==> config.mk <==
export PLATFORM = sky130hd
export DESIGN_NAME = flash_spi_reader
export DESIGN_NICKNAME = d
export VERILOG_FILES = /design/src/rtl/flash_spi_pkg.sv /design/src/rtl/spi_byte_shifter.sv /design/src/rtl/flash_spi_reader.sv
export SDC_FILE = /design/constraint.sdc
export NUM_CORES = 1
export LEC_CHECK = 0
export CORE_MARGIN = 1
export CORE_UTILIZATION = 34
export DETAILED_ROUTE_END_ITERATION = 8
export GPL_ROUTABILITY_DRIVEN = 0
export HOLD_SLACK_MARGIN = 0.1
export PLACE_DENSITY = 0.62
export SKIP_CTS_REPAIR_TIMING = 1
export SYNTH_ARGS = -nofsm -noshare
export SYNTH_HDL_FRONTEND = slang
export SYNTH_HIERARCHICAL = 1
export SYNTH_SLANG_ARGS = --single-unit
export TNS_END_PERCENT = 30
==> constraint.sdc <==
create_clock -name clk_in -period 2.8 [get_ports clk_in]
set_input_delay 0.56 -clock clk_in [delete_from_list [all_inputs] [get_ports clk_in]]
set_output_delay 0.56 -clock clk_in [all_outputs]
set_load 0.02 [all_outputs]
==> src/rtl/flash_spi_pkg.sv <==
// Shared definitions for the configuration-flash SPI reader: FSM state encoding
// and the flash opcodes the bridge is expected to issue.
package flash_spi_pkg;

  typedef enum logic [2:0] {
    IDLE       = 3'd0,
    CS_SETUP   = 3'd1,
    SHIFT_OP   = 3'd2,
    SHIFT_ADDR = 3'd3,
    SHIFT_RD   = 3'd4,
    WAIT       = 3'd5,
    CS_HOLD    = 3'd6
  } state_t;

  localparam logic [7:0] FLASH_OP_READ = 8'h03;
  localparam logic [7:0] FLASH_OP_RDID = 8'h9F;
  localparam logic [7:0] FLASH_OP_RDSR = 8'h05;

endpackage

==> src/rtl/spi_byte_shifter.sv <==
// One SPI mode-0 byte: SCK low/high for CLK_DIV cycles each, MOSI MSB first on
// falling edges, MISO shifted in on rising edges; a new start may coincide with done.
module spi_byte_shifter #(
  parameter int CLK_DIV = 2
) (
  input  logic       clk,
  input  logic       rst_n,
  input  logic       abort,
  input  logic       load,
  input  logic       start,
  input  logic [7:0] tx_byte,
  output logic [7:0] rx_byte,
  output logic       done,
  output logic       sck,
  output logic       mosi,
  input  logic       miso
);

  localparam int DW = (CLK_DIV > 1) ? $clog2(CLK_DIV) : 1;
  localparam logic [DW-1:0] DIV_LAST = DW'(CLK_DIV - 1);

  logic          active_reg;
  logic [DW-1:0] div_reg;
  logic [2:0]    bit_reg;
  logic [7:0]    sr_reg;
  logic          sck_reg;
  logic          mosi_reg;

  assign done    = active_reg && (div_reg == DIV_LAST) && sck_reg && (bit_reg == 3'd7);
  assign rx_byte = sr_reg;
  assign sck     = sck_reg;
  assign mosi    = mosi_reg;

  always_ff @(posedge clk or negedge rst_n) begin
    if (!rst_n) begin
      active_reg <= 1'b0;
      div_reg    <= '0;
      bit_reg    <= 3'd0;
      sr_reg     <= 8'h00;
      sck_reg    <= 1'b0;
      mosi_reg   <= 1'b0;
    end else if (abort) begin
      active_reg <= 1'b0;
      div_reg    <= '0;
      bit_reg    <= 3'd0;
      sck_reg    <= 1'b0;
      mosi_reg   <= 1'b0;
    end else if (start) begin
      active_reg <= 1'b1;
      div_reg    <= '0;
      bit_reg    <= 3'd0;
      sr_reg     <= tx_byte;
      sck_reg    <= 1'b0;
      mosi_reg   <= tx_byte[7];
    end else if (active_reg) begin
      if (div_reg == DIV_LAST) begin
        div_reg <= '0;
        if (!sck_reg) begin
          sck_reg <= 1'b1;
          sr_reg  <= {sr_reg[6:0], miso};
        end else begin
          sck_reg <= 1'b0;
          bit_reg <= bit_reg + 3'd1;
          if (bit_reg == 3'd7) begin
            active_reg <= 1'b0;
            mosi_reg   <= 1'b0;
          end else begin
            mosi_reg <= sr_reg[7];
          end
        end
      end else begin
        div_reg <= div_reg + 1'b1;
      end
    end else begin
      // While idle, load presents the first opcode bit ahead of the first SCK edge.
      mosi_reg <= load & tx_byte[7];
    end
  end

endmodule

==> src/rtl/flash_spi_reader.sv <==
// SPI master for the configuration flash, driven by the bus bridge FLASH_* handshake:
// sends opcode (+ zero address for READ), then returns one byte per request.
module flash_spi_reader
  import flash_spi_pkg::*;
#(
  parameter int         CLK_DIV     = 2,
  parameter int         ADDR_BYTES  = 3,
  parameter logic [7:0] READ_OPCODE = FLASH_OP_READ
) (
  input  logic       clk_in,
  input  logic       reset_n,
  input  logic       flash_enable,
  input  logic [7:0] flash_cmd,
  input  logic       flash_continue_read,
  output logic [7:0] flash_data,
  output logic       flash_busy,
  output logic       FLASH_NCS,
  output logic       FLASH_SCK,
  output logic       FLASH_MOSI,
  input  logic       FLASH_MISO
);

  localparam int CW = (CLK_DIV > 1) ? $clog2(CLK_DIV) : 1;
  localparam logic [CW-1:0] CNT_LAST = CW'(CLK_DIV - 1);
  localparam int AW = (ADDR_BYTES > 1) ? $clog2(ADDR_BYTES) : 1;
  localparam logic [AW-1:0] ADDR_LAST = AW'((ADDR_BYTES > 0) ? ADDR_BYTES - 1 : 0);

  state_t        state_reg;
  logic [7:0]    cmd_reg;
  logic [7:0]    data_reg;
  logic [CW-1:0] cnt_reg;
  logic [AW-1:0] addr_reg;
  logic          busy_reg;
  logic          ncs_reg;

  logic          abort;
  logic          start;
  logic          load;
  logic          done;
  logic          has_addr;
  logic [7:0]    tx_byte;
  logic [7:0]    rx_byte;

  assign abort    = !flash_enable && (state_reg != IDLE) && (state_reg != CS_HOLD);
  assign has_addr = (cmd_reg == READ_OPCODE) && (ADDR_BYTES > 0);
  assign load     = ((state_reg == IDLE) && flash_enable) || (state_reg == CS_SETUP);

  // Address and read phases both shift out zeros.
  always_comb begin
    tx_byte = 8'h00;
    if (state_reg == IDLE)
      tx_byte = flash_cmd;
    else if (state_reg == CS_SETUP)
      tx_byte = cmd_reg;
  end

  always_comb begin
    start = 1'b0;
    case (state_reg)
      CS_SETUP:             start = (cnt_reg == CNT_LAST);
      SHIFT_OP, SHIFT_ADDR: start = done;
      WAIT:                 start = flash_continue_read;
      default:              start = 1'b0;
    endcase
    if (abort)
      start = 1'b0;
  end

  spi_byte_shifter #(.CLK_DIV(CLK_DIV)) u_shifter (
    .clk     (clk_in),
    .rst_n   (reset_n),
    .abort   (abort),
    .load    (load),
    .start   (start),
    .tx_byte (tx_byte),
    .rx_byte (rx_byte),
    .done    (done),
    .sck     (FLASH_SCK),
    .mosi    (FLASH_MOSI),
    .miso    (FLASH_MISO)
  );

  always_ff @(posedge clk_in or negedge reset_n) begin
    if (!reset_n) begin
      state_reg <= IDLE;
      cmd_reg   <= 8'h00;
      data_reg  <= 8'h00;
      cnt_reg   <= '0;
      addr_reg  <= '0;
      busy_reg  <= 1'b0;
      ncs_reg   <= 1'b1;
    end else if (abort) begin
      state_reg <= CS_HOLD;
      ncs_reg   <= 1'b1;
      busy_reg  <= 1'b1;
      cnt_reg   <= '0;
    end else begin
      case (state_reg)
        IDLE: if (flash_enable) begin
          cmd_reg   <= flash_cmd;
          ncs_reg   <= 1'b0;
          busy_reg  <= 1'b1;
          cnt_reg   <= '0;
          state_reg <= CS_SETUP;
        end
        CS_SETUP: begin
          if (cnt_reg == CNT_LAST) state_reg <= SHIFT_OP;
          else                     cnt_reg   <= cnt_reg + 1'b1;
        end
        SHIFT_OP: if (done) begin
          addr_reg  <= '0;
          state_reg <= has_addr ? SHIFT_ADDR : SHIFT_RD;
        end
        SHIFT_ADDR: if (done) begin
          if (addr_reg == ADDR_LAST) state_reg <= SHIFT_RD;
          else                       addr_reg  <= addr_reg + 1'b1;
        end
        SHIFT_RD: if (done) begin
          data_reg  <= rx_byte;
          busy_reg  <= 1'b0;
          state_reg <= WAIT;
        end
        WAIT: if (flash_continue_read) begin
          busy_reg  <= 1'b1;
          state_reg <= SHIFT_RD;
        end
        CS_HOLD: begin
          ncs_reg <= 1'b1;
          if (cnt_reg == CNT_LAST) begin
            busy_reg  <= 1'b0;
            state_reg <= IDLE;
          end else begin
            cnt_reg <= cnt_reg + 1'b1;
          end
        end
        default: state_reg <= IDLE;
      endcase
    end
  end

  assign FLASH_NCS  = ncs_reg;
  assign flash_data = data_reg;
  assign flash_busy = busy_reg | (flash_enable & (state_reg == IDLE));

endmodule

==> flow_summary.ini <==
[status]
outcome = complete, no violations

[detailed_routing]
ant_nets = 0
firstDrtPassIters = 4
drtIter0Drc = 80
vias_per_cell = 5.164
wl_per_cell_microns = 13.89
num_vias = 1606
postRouteWirelength_microns = 4319
drc_errors = 0

[global_routing]
grt_max_degree = 40
grt-ovfl-total = 0
grt_pass1_wl_microns = 7396
antenna_found_initial = 0
track_usage_pct = 14.57
grt_pass1_vias = 1483

[setup_path]
crit_type = input port to output port
arrival_ns = 2.04
cp-end-kind = output port
critPathMaxFanout = 2
cp.required_ns = 2.24
rr_worst_depth = 12
cp-start-kind = input port

[placed_design]
hpwl_microns = 3081
port-buffer-count = 24
place_inst = 303

[flow_run]
maxCapViolCount = 0

[floorplan]
core-area_sq_um = 6061
die_w_microns = 82.34
rows = 28
initial_utilization_pct = 36.21
ios = 25
die_y_microns = 82.34
die_area_sq_um = 6780

[yosys]
synth.top_cell.area_share_pct = 43.33
synthTopCellsByArea = dfrtp_1 43%, mux2_2 16%, mux2i_1 5.0%
async_reset_ff_share_pct = 100.0
yosysUniqueCellTypes = 41
yosysSeqAreaShare_pct = 44.53
yosysMostFrequentCell = dfrtp_1
yosysTopAreaCell = dfrtp_1
ys_ff_latch = 39
synth_area_sq_um = 2195
synth-main-ff-cell = dfrtp_1
synth-edff-count = 0
synth_warnings = 6
syn_nets = 224
synth_cells = 208
synth.top_cells.by_count = 38 x dfrtp_1, 32 x mux2_2, 19 x nor2_1
synth.avg_cell_area_sq_um = 10.55

[sta]
fmax_ghz = 0.3844
timing.hold.ws_ns = 0.3938
setup_viol = 0
final-hold-violation-count = 0
worstMarginPinSlew_ns = 0.8850
min_period_ns = 2.602
fin_skew_ns = 0.002357
finalMaxSlewViolations = 0
fin_setup_tns_ns = 0
fin_crit_sh_pct = 92.91
rsz0062_at_grt = false
slew_headroom_pct = 41.00

[clocking]
clockBufferDepth = 2
clk_latency_ns = 0.29
cts_buffers = 5
root_buffer = clkbuf_8
clkTransAtPathRegs_ns = 0.07
cts-htree-levels = 2
cts.sinks = 39
cts_tree = done

[layout]
drive_gt1_share_pct = 24.15
antenna-diode-count = 0
synthToLayoutAreaGrowth_pct = 19.61
fillerInstances = 597
fin_nets = 251
fin_cells = 311

[pwr]
seqPwrFrac_pct = 42.7
p_int_w = 0.001355
pwr-share-comb_pct = 40.3
ir_drop_uv = 471.7
switching_power_w = 0.0008107
swShare_pct = 37.43
p_leak_nw = 1.148
powerDensity_nw_per_um2 = 825.0
clock_power_share_pct = 17.0

[worst_hold_path]
hold_path_class = input port to asynchronous set/reset pin
## logic make-up (layout without fill, tap and decap cells)
| kind of cell | Yosys count | count (layout) | synth area share [%] |
|---|---|---|---|
| AND/OR/NAND/NOR | 63 | 63 | 15.17 |
| multiplexers | 44 | 44 | 21.95 |
| flip-flops | 39 | 39 | 44.53 |
| AO/OA/AOI/OAI | 38 | 38 | 11.86 |
| buffers and inverters | 18 | 46 | 3.592 |
| adder cells (fa/ha/maj) | 3 | 3 | 1.711 |
| XOR/XNOR | 3 | 3 | 1.197 |
## worst max-delay path: stages
cell	delay [ns]
clkdlybuf4s50_1	0.50
nand2b_1	0.12
nor3_2	0.14
or2_2	0.13
clkdlybuf4s50_1	0.59
## path summary, 6_finish.rpt
check	from	end	slack, ns
max	flash_enable	flash_busy	0.20
min	reset_n	u_shifter/rx_byte[1]$_DFFE_PN0P_	0.39
max reg2reg	u_shifter/bit_reg[0]$_DFFE_PN0P_	u_shifter/rx_byte[0]$_DFFE_PN0P_	0.52
min reg2reg	flash_data[1]$_DFFE_PN0P_	flash_data[1]$_DFFE_PN0P_	0.51
max in group asynchronous	reset_n	state_reg[1]$_DFFE_PN0P_	1.86
min in group clk_in	flash_data[1]$_DFFE_PN0P_	flash_data[1]$_DFFE_PN0P_	0.51
## area by class of cell
cell class                 instances  area [sq um]  area share (%)
multi-input combinational        151          1139           43.37
sequential                        39         977.2           37.23
timing repair buffer              33         315.3           12.01
tap                               75         93.84           3.575
clock buffer                       7         76.32           2.908
inverter                           5         18.77          0.7150
clock inverter                     1         5.005          0.1907
## metal layers
metal | track usage [%] | vias to the layer above | routed length [microns]
li1 | - | 797 | -
met1 | 20.84 | 766 | 2153
met2 | 21.32 | 39 | 1916
met3 | 3.736 | 4 | 216
met4 | 4.737 | 0 | 31
met5 | 0 | - | 0
## through the flow
stage | setup WS, ns | total power, W | utilization (%) | instance area (sq um)
6_report | 0.1985 | 0.002166 | 43.31 | 2625
5_1_grt | 0.1306 | 0.002339 | 43.31 | 2625
4_1_cts | 0.1747 | 0.002193 | 43.31 | 2625
3_5_place_dp | 0.1779 | 0.001815 | 41.97 | 2544
3_3_place_gp | 0.1939 | 0.001802 | 41.97 | 2544
2_1_floorplan | 0.3389 | 0.001569 | - | 2195
## layout by cell type, fill, tap and decap left out, types with 2 or more instances in the layout
master	synthesis	layout
mux2_2	32	32
inv_1	5	5
ha_1	3	3
dfrtp_1	38	38
nand2_1	12	12
clkbuf_8	0	5
nand3_1	4	4
a21oi_1	7	7
nor3_1	9	9
clkbuf_1	4	2
o21ai_0	12	12
nand2b_1	7	7
or2_2	2	2
a22o_1	3	3
mux2i_1	11	11
xor2_1	2	2
o211ai_1	2	2
buf_4	0	8
a311o_1	2	2
nand3b_1	2	2
nor2_1	19	19
nor3_2	2	2
o22ai_1	2	2
clkdlybuf4s50_1	0	23
## power groups by stage
stage               Clock [W]  Combinational, W  Sequential [W]
floorplan                   0          0.000709        0.000860
global placement            0          0.000868        0.000934
detailed placement          0          0.000879        0.000936
CTS                  0.000384          0.000882        0.000927
global route         0.000404          0.000972        0.000963
finish               0.000368          0.000873        0.000925
(Power assumes the default switching activity.)
